File: src/rtl/instr_encoder.sv
// instr_encoder: packs instruction fields into 32-bit ISA words and streams
// them into instruction memory at incrementing addresses. It is used as the
// program loader / self-test generator before the CPU leaves reset.
// Optional build macro: ENC_ILLEGAL_TRAP_EN. When it is defined, illegal
// opcodes are written as a nop and a sticky err_illegal flag is raised.
// When it is undefined, illegal opcodes are packed in the R-type layout
// and err_illegal is tied low.
module instr_encoder #(
    parameter int ADDR_W = 12,
    parameter int DEPTH  = 4096
) (
    input  logic              clock,
    input  logic              reset,
    input  logic              start,
    input  logic              in_valid,
    output logic              in_ready,
    input  logic              in_last,
    input  logic [4:0]        opcode,
    input  logic [4:0]        rd,
    input  logic [4:0]        rs,
    input  logic [4:0]        rt,
    input  logic [4:0]        shamt,
    input  logic [4:0]        alu_op,
    input  logic [16:0]       imm,
    input  logic [26:0]       target,
    output logic [ADDR_W-1:0] imem_addr,
    output logic [31:0]       imem_data,
    output logic              imem_wren,
    output logic [ADDR_W:0]   count,
    output logic              busy,
    output logic              done,
    output logic              err_illegal
);

    typedef enum logic [1:0] {
        IDLE  = 2'd0,
        LOAD  = 2'd1,
        WRITE = 2'd2,
        DONE  = 2'd3
    } state_t;

    localparam logic [ADDR_W-1:0] LAST_ADDR = ADDR_W'(DEPTH - 1);

    state_t            state;
    logic [ADDR_W-1:0] addr;
    logic [ADDR_W:0]   word_count;
    logic [31:0]       word;
    logic              last_q;
    logic [31:0]       packed_word;
`ifdef ENC_ILLEGAL_TRAP_EN
    logic              illegal;
    logic              err_q;
`endif

    // Pack the presented fields into an ISA word according to the opcode's format.
    always_comb begin
        packed_word = {opcode, rd, rs, rt, shamt, alu_op, 2'b00};
`ifdef ENC_ILLEGAL_TRAP_EN
        illegal     = 1'b0;
`endif
        case (opcode)
            5'b00000: packed_word = {opcode, rd, rs, rt, shamt, alu_op, 2'b00};
            5'b00101, 5'b00111, 5'b01000, 5'b00010, 5'b00110:
                packed_word = {opcode, rd, rs, imm};
            5'b00001, 5'b00011, 5'b10101, 5'b10110:
                packed_word = {opcode, target};
            5'b00100: packed_word = {opcode, rd, 22'd0};
            default: begin
`ifdef ENC_ILLEGAL_TRAP_EN
                packed_word = 32'h0000_0000;
                illegal     = 1'b1;
`else
                packed_word = {opcode, rd, rs, rt, shamt, alu_op, 2'b00};
`endif
            end
        endcase
    end

    // Session state machine: capture a tuple in LOAD, strobe it out for one WRITE cycle, stop at last/DEPTH.
    always_ff @(posedge clock) begin
        if (reset) begin
            state      <= IDLE;
            addr       <= '0;
            word_count <= '0;
            word       <= '0;
            last_q     <= 1'b0;
`ifdef ENC_ILLEGAL_TRAP_EN
            err_q      <= 1'b0;
`endif
        end else begin
            case (state)
                IDLE, DONE: begin
                    if (start) begin
                        state      <= LOAD;
                        addr       <= '0;
                        word_count <= '0;
`ifdef ENC_ILLEGAL_TRAP_EN
                        err_q      <= 1'b0;
`endif
                    end
                end
                LOAD: begin
                    if (in_valid) begin
                        word   <= packed_word;
                        last_q <= in_last;
`ifdef ENC_ILLEGAL_TRAP_EN
                        if (illegal) begin
                            err_q <= 1'b1;
                        end
`endif
                        state  <= WRITE;
                    end
                end
                WRITE: begin
                    word_count <= word_count + 1'b1;
                    if (addr != LAST_ADDR) begin
                        addr <= addr + 1'b1;
                    end
                    if (last_q || addr == LAST_ADDR) begin
                        state <= DONE;
                    end else begin
                        state <= LOAD;
                    end
                end
                default: state <= IDLE;
            endcase
        end
    end

    // The write strobe is masked by reset so a strobe caught by reset is never emitted.
    assign imem_wren = (state == WRITE) && !reset;
    assign in_ready  = (state == LOAD);
    assign busy      = (state == LOAD) || (state == WRITE);
    assign done      = (state == DONE);
    assign imem_addr = addr;
    assign imem_data = word;
    assign count     = word_count;
`ifdef ENC_ILLEGAL_TRAP_EN
    assign err_illegal = err_q;
`else
    assign err_illegal = 1'b0;
`endif

endmodule
File: config.mk
export PLATFORM = sky130hd
export DESIGN_NAME = instr_encoder
export DESIGN_NICKNAME = d
export VERILOG_FILES = /design/src/rtl/instr_encoder.sv
export SDC_FILE = /design/constraint.sdc
export NUM_CORES = 1
export LEC_CHECK = 0
export CAP_MARGIN = 20
export CORE_MARGIN = 8
export CORE_UTILIZATION = 45
export CTS_BUF_LIST = sky130_fd_sc_hd__clkbuf_8
export DETAILED_ROUTE_END_ITERATION = 6
export PLACE_DENSITY = 0.88
export SLEW_MARGIN = 5
export SYNTH_ARGS = -nofsm -noshare
export SYNTH_HDL_FRONTEND = slang
export SYNTH_SLANG_ARGS = --single-unit
export TNS_END_PERCENT = 50
File: constraint.sdc
create_clock -name clock -period 2.98 [get_ports clock]
set_input_delay 0.596 -clock clock [delete_from_list [all_inputs] [get_ports clock]]
set_output_delay 0.596 -clock clock [all_outputs]
set_load 0.03 [all_outputs]
==> results.sh, run 1 <==
export IMPL_dr_pass1_iters=6
export IMPL_timing_hold_worst_start="imem_data[28]"
export IMPL_cp_top_family="simple AND/OR/NAND/NOR gates"
export IMPL_core_area_um2=6314
export IMPL_drc_errors=0
export IMPL_yosysTopAreaCellShare=0.4122
export IMPL_clockBufferDepth=2
export IMPL_powerDensity_nw_per_um2=475.1
export IMPL_finalHoldViolCount=0
export IMPL_hpwl_um=7458
export IMPL_post_cts_repair_setup_buffers=0
export IMPL_synth_edf_count=0
export IMPL_cts_htree_levels=3
export IMPL_clk_latency_ns=0.34
export IMPL_end_kind="flip-flop"
export IMPL_setup_ws_ns=0.3771
export IMPL_drive_gt1_frac=0.06723
export IMPL_final_fill_count=487
export IMPL_cts_made_buffers=9
export IMPL_ioPinCount=141
export IMPL_cts_sinks=60
export IMPL_layout_nets=556
export IMPL_yosysTopAreaCell="dfxtp_1"
export IMPL_antenna_found_initial=0
export IMPL_num_vias=3141
export IMPL_yosysUniqueCellTypes=47
export IMPL_fmax_mhz=384.2
export IMPL_drt_vias_per_instance=5.680
export IMPL_ant_nets=0
export IMPL_overflow=0
export IMPL_post_drt_wl_per_cell_um=17.62
export IMPL_die_h_um=96.47
export IMPL_cts_root_buf="clkbuf_8"
export IMPL_tns_ns=0
export IMPL_async_reset_ff_frac=0
export IMPL_p_sw_uw=625.3
export IMPL_sw_frac_of_total=0.2876
export IMPL_hold_path_class="flip-flop to flip-flop"
export IMPL_drtIter0Drc=225
export IMPL_grt_max_degree=44
export IMPL_ys_warn_count=0
export IMPL_ys_seq_area_frac=0.4122
export IMPL_critPathMaxFanout=16
export IMPL_die_area_um2=9306
export IMPL_rsz0062_at_grt="false"
export IMPL_cp_data_required_time_ns=3.25
export IMPL_p_seq_frac=0.398
export IMPL_cts_hold_buf=0
export IMPL_syn_area_um2=2914
export IMPL_synth_ff_type="dfxtp_1"
export IMPL_grt_pass1_vias=3208
export IMPL_initial_utilization=0.4616
export IMPL_min_period_over_period=0.8735
export IMPL_dieWidth_um=96.47
export IMPL_yosysMostFrequentCell="dfxtp_1"
export IMPL_syn_nets=422
export IMPL_cpPeakStageDelay_ns=0.84
export IMPL_gp_congestion=0.8610
export IMPL_path_clk_slew_ns=0.07
export IMPL_r2r_slack_ns=0.87
export IMPL_ys_ff_latch=60
export IMPL_fin_total_pwr_uw=2174
export IMPL_clkPwrFrac=0.380
export IMPL_crit_buf_inv=1
export IMPL_hold_path_end="imem_data[28]"
export IMPL_finalHoldWorstSlack_ns=0.4553
export IMPL_timing_rr_start="state[0]"
export IMPL_crit_type="input port to flip-flop"
export IMPL_critPathSlowestCell="nor3_2"
export IMPL_worst_pin_slew_ns=1.067
export IMPL_ff2ff_path_depth=6
export IMPL_grt_usage=0.2122
export IMPL_finClkSkew_ns=0.01730
export IMPL_synthTopCellsByArea="dfxtp_1 41%, a21oi_1 6.4%, o21ai_0 5.2%"
export IMPL_rows=29
export IMPL_p_int_uw=1549
export IMPL_p_leak_uw=0.001593
export IMPL_post_cts_resized=0
export IMPL_pre_cts_slack_ns=0.05390
export IMPL_combPwrFrac=0.222
export IMPL_grt_pass1_wl_um=15460
export IMPL_syn_mean_instance_area_um2=8.647
export IMPL_arrival_ns=2.87
export IMPL_diodes=0
export IMPL_outcome="completed"
export IMPL_area_growth_pct=57.06
export IMPL_fin_crit_ns=2.603
export IMPL_min_path_cells=2
export IMPL_syn_inst=337
export IMPL_setup_viol=0
export IMPL_numPortBuffers=139
export IMPL_relSlewSlack=0.2846
export IMPL_maxCapViolCount=0
export IMPL_cts_tree="done"
export IMPL_peakVddDrop_mv=0.3596
export IMPL_slew_viol_final=0
export IMPL_synth_top_cells_by_count="60 x dfxtp_1, 37 x a21oi_1, 33 x nor2_1, 30 x o21ai_0, 24 x nand2_1"
export IMPL_wirelength_um=9743
export IMPL_reg2reg_to="count[6]"
export IMPL_start_kind="input port"
export IMPL_cp_cell_sequence="clkdlybuf4s50_1 > nor4_1 > and2_1 > nor3_2 > a222oi_1 > a21oi_1"
## flip-flops by register name (all words and copies together) (netlist names)
| name | count |
|---|---|
| count | 13 |
| imem_addr | 12 |
| imem_data | 32 |
| last_q | 1 |
| state | 2 |
## worst max path at each step
stage | from | end | slack [ns] | cells past startpoint
global placement | opcode[2] | imem_data[15] | 0.16 | 6
CTS | opcode[2] | imem_data[15] | 0.41 | 6
finish | opcode[2] | imem_data[15] | 0.38 | 6
floorplan | opcode[2] | imem_data[22] | 0.97 | 6
detailed placement | opcode[2] | imem_data[15] | 0.05 | 6
global route | opcode[2] | imem_data[9] | 0.21 | 6
## cell families after synthesis
kind of cell / Yosys count / share of synthesized area
and+or+nand+nor: 114 / 0.2001
AOI/OAI and AO/OA: 99 / 0.2259
DFF: 60 / 0.4122
buffers and inverters: 31 / 0.05324
xor gates and xnor gates: 19 / 0.05711
muxes: 7 / 0.02447
adders and majority gates: 6 / 0.02576
other: 1 / 0.001287
## layer usage
layer | vias up | global-route usage | part of all wire
met5 | - | 0 | 0
met2 | 157 | 0.3484 | 0.47
met1 | 1465 | 0.2201 | 0.37
met3 | 18 | 0.1113 | 0.13
met4 | 0 | 0.09836 | 0.025
li1 | 1501 | - | -
## layout by cell type, fill, tap and decap left out, types with 2 or more instances in the layout
cell type / synthesis / layout
a21oi_1: 37 / 37
a221oi_1: 5 / 5
a222oi_1: 14 / 14
a22o_1: 2 / 2
a22oi_1: 2 / 2
a31oi_4: 2 / 2
and2_1: 4 / 4
and3_1: 2 / 2
and4_1: 2 / 2
buf_12: 0 / 2
buf_4: 3 / 5
bufinv_16: 0 / 2
clkbuf_8: 0 / 9
clkdlybuf4s50_1: 0 / 139
clkinv_4: 0 / 2
dfxtp_1: 60 / 60
ha_1: 6 / 6
inv_1: 8 / 8
mux2i_1: 6 / 6
nand2_1: 24 / 24
nand2b_1: 4 / 4
nand3_1: 10 / 10
nand3b_1: 3 / 3
nand4_1: 8 / 8
nand4b_1: 2 / 2
nor2_1: 33 / 33
nor2b_1: 2 / 2
nor3_1: 7 / 7
nor4_1: 3 / 3
o21ai_0: 30 / 29
or3_1: 3 / 3
xnor2_1: 11 / 11
xor2_1: 8 / 8
## layout make-up
cell class	count	area, um^2	area share
flip-flops and latches	60	1201	0.2624
inverters	8	30.03	0.006561
well taps	77	96.34	0.02105
clock inverters	7	98.84	0.02160
repair buffers	146	1469	0.3209
clock buffers	9	123.9	0.02706
multi-input cells	246	1558	0.3403
## through the flow
step	area, um^2	instances	util
4_1_cts	4577	553	0.7249
3_5_place_dp	4354	537	0.6897
3_3_place_gp	4354	537	0.6897
6_report	4577	553	0.7249
2_1_floorplan	2914	337	-
5_1_grt	4577	553	0.7249
## tightest hold or removal path: cells and delay by family (launching register included)
| kind | cells | cell delay [ns] |
|---|---|---|
| flip-flops | 1 | 0.31 |
| AO/OA/AOI/OAI | 1 | 0.05 |
| AND/OR/NAND/NOR | 1 | 0.05 |
## power by group through the flow
stage	clock, uW	combinational, uW	sequential, uW
final	827	482	866
after global routing	880	516	870
after CTS	839	485	865
after detailed placement	0	482	882
after global placement	0	474	880
after floorplan	0	176	953
No activity file was read; power rests on OpenSTA's default activity.
==> run 2, diff against run 1 <==
--- a/config.mk
+++ b/config.mk
@@ -5,7 +5,6 @@
 export SDC_FILE = /design/constraint.sdc
 export NUM_CORES = 1
 export LEC_CHECK = 0
-export CAP_MARGIN = 20
 export CORE_MARGIN = 8
 export CORE_UTILIZATION = 45
 export CTS_BUF_LIST = sky130_fd_sc_hd__clkbuf_8
==> results of run 2 <==
Same layout as run 1: the final DEF is identical, and so are final timing and power.
==> run 3, diff against run 2 <==
--- a/config.mk
+++ b/config.mk
@@ -9,6 +9,7 @@
 export CORE_UTILIZATION = 45
 export CTS_BUF_LIST = sky130_fd_sc_hd__clkbuf_8
 export DETAILED_ROUTE_END_ITERATION = 6
+export GPL_TIMING_DRIVEN = 0
 export PLACE_DENSITY = 0.88
 export SLEW_MARGIN = 5
 export SYNTH_ARGS = -nofsm -noshare
==> run 3 against run 2 <==
Against the previous run:
- clock skew is 0.0099 ns lower
- final area is 0.25% higher
- register-to-register slack hardly changed
- largest cell class unchanged
- critical path type is now input port to output port
- core utilization is 0.18 points higher
==> results.sh, run 3 (synthesized netlist as in run 1, its figures left out) <==
export IMPL_crit_buf_inv=2
export IMPL_reg2reg_to="count[8]"
export IMPL_relSlewSlack=0.6001
export IMPL_rows=29
export IMPL_peakVddDrop_mv=0.3409
export IMPL_numPortBuffers=136
export IMPL_min_period_over_period=0.8956
export IMPL_largest_reg_flops=32
export IMPL_fin_crit_ns=2.669
export IMPL_cpPeakStageDelay_ns=0.69
export IMPL_p_leak_uw=0.001601
export IMPL_cp_cell_sequence="clkdlybuf4s50_1 > nor2b_1 > clkdlybuf4s50_1"
export IMPL_post_cts_repair_setup_buffers=0
export IMPL_drive_gt1_frac=0.06953
export IMPL_finalHoldViolCount=0
export IMPL_drtIter0Drc=154
export IMPL_cpMostUsedCell="clkdlybuf4s50_1"
export IMPL_gp_congestion=0.8089
export IMPL_timing_hold_worst_start="imem_data[1]"
export IMPL_timing_rr_start="state[0]"
export IMPL_hold_path_end="imem_data[1]"
export IMPL_cts_made_buffers=9
export IMPL_ioPinCount=141
export IMPL_core_area_um2=6314
export IMPL_cts_tree="done"
export IMPL_hold_path_class="flip-flop to flip-flop"
export IMPL_cts_root_buf="clkbuf_8"
export IMPL_dieWidth_um=96.47
export IMPL_min_path_cells=2
export IMPL_grt_pass1_vias=3330
export IMPL_cts_htree_levels=3
export IMPL_finClkSkew_ns=0.007401
export IMPL_crit_type="input port to output port"
export IMPL_post_cts_resized=0
export IMPL_arrival_ns=2.07
export IMPL_maxCapViolCount=0
export IMPL_ff2ff_path_depth=6
export IMPL_critPathMaxFanout=7
export IMPL_rsz0062_at_grt="false"
export IMPL_ant_nets=0
export IMPL_drt_vias_per_instance=5.629
export IMPL_slew_viol_final=0
export IMPL_hpwl_um=7685
export IMPL_final_cell_mix="136 x clkdlybuf4s50_1, 60 x dfxtp_1, 37 x a21oi_1, 33 x nor2_1, 30 x o21ai_0"
export IMPL_layout_commonest_cell="clkdlybuf4s50_1"
export IMPL_fmax_mhz=374.7
export IMPL_cp_data_required_time_ns=2.38
export IMPL_grt_max_degree=12
export IMPL_path_clk_slew_ns=0.07
export IMPL_final_fill_count=502
export IMPL_regArea_um2=1201
export IMPL_start_kind="input port"
export IMPL_dr_pass1_iters=6
export IMPL_clockBufferDepth=2
export IMPL_critPathSlowestCell="clkdlybuf4s50_1"
export IMPL_grt_pass1_wl_um=15830
export IMPL_powerDensity_nw_per_um2=471.1
export IMPL_cts_sinks=60
export IMPL_setup_viol=0
export IMPL_cts_hold_buf=0
export IMPL_worst_pin_slew_ns=0.5831
export IMPL_num_vias=3186
export IMPL_cp_top_family="buffers and inverters"
export IMPL_diodes=0
export IMPL_clk_latency_ns=0.34
export IMPL_layout_nets=569
export IMPL_wirelength_um=9950
export IMPL_overflow=0
export IMPL_area_growth_pct=57.45
export IMPL_drc_errors=0
export IMPL_outcome="completed"
export IMPL_antenna_found_initial=0
export IMPL_r2r_slack_ns=0.86
export IMPL_die_h_um=96.47
export IMPL_tns_ns=0
export IMPL_finalHoldWorstSlack_ns=0.4529
export IMPL_multiInputGateArea_um2=1558
export IMPL_grt_usage=0.2203
export IMPL_die_area_um2=9306
export IMPL_initial_utilization=0.4616
export IMPL_end_kind="output port"
export IMPL_post_drt_wl_per_cell_um=17.58
run 3: metal layers:
layer,part of all wire,global-route usage
met1,0.36,0.2177
met5,0,0
met4,0.023,0.08449
met3,0.14,0.1244
met2,0.48,0.3766
run 3: final cells by class:
type	instances	share of cell area
clock buffers	9	0.02700
clock inverters	7	0.02018
inverters	8	0.006545
repair buffers	136	0.2967
flip-flops and latches	60	0.2618
well taps	77	0.02100
multi-input cells	246	0.3395
plain buffers	23	0.02727
run 3: where the power goes:
group | switching [uW] | total, uW | internal [uW]
clock | 341 | 808 | 467
sequential | 21.1 | 863 | 842
combinational | 260 | 490 | 230
run 3: worst register-to-register path, stage by stage (launching register included):
cell and delay, ns:
dfxtp_1 0.40, inv_1 0.06, ha_1 0.35, mux2i_1 0.54, o21ai_0 0.22, clkbuf_1 0.27, a21oi_1 0.21
run 3: per-stage QoR:
| stage | total power (uW) | area [um^2] | utilization | cells | setup WS (ns) |
|---|---|---|---|---|---|
| CTS | 2170 | 4588 | 0.7267 | 566 | 0.3240 |
| finish | 2161 | 4588 | 0.7267 | 566 | 0.3112 |
| global route | 2258 | 4588 | 0.7267 | 566 | 0.2070 |
| global placement | 1361 | 4372 | 0.6924 | 550 | 0.2824 |
| detailed placement | 1367 | 4372 | 0.6924 | 550 | 0.2510 |
| floorplan | 1129 | 2914 | - | 337 | 0.9667 |
run 3: how the worst max path moves through the flow:
stage	cells after the start	slack (ns)	start	to
after floorplan	6	0.97	opcode[2]	imem_data[22]
after global placement	8	0.28	opcode[2]	imem_data[3]
after detailed placement	7	0.25	opcode[0]	imem_data[26]
after CTS	3	0.32	reset	imem_wren
after global routing	5	0.21	state[0]	imem_wren
final	3	0.31	reset	imem_wren
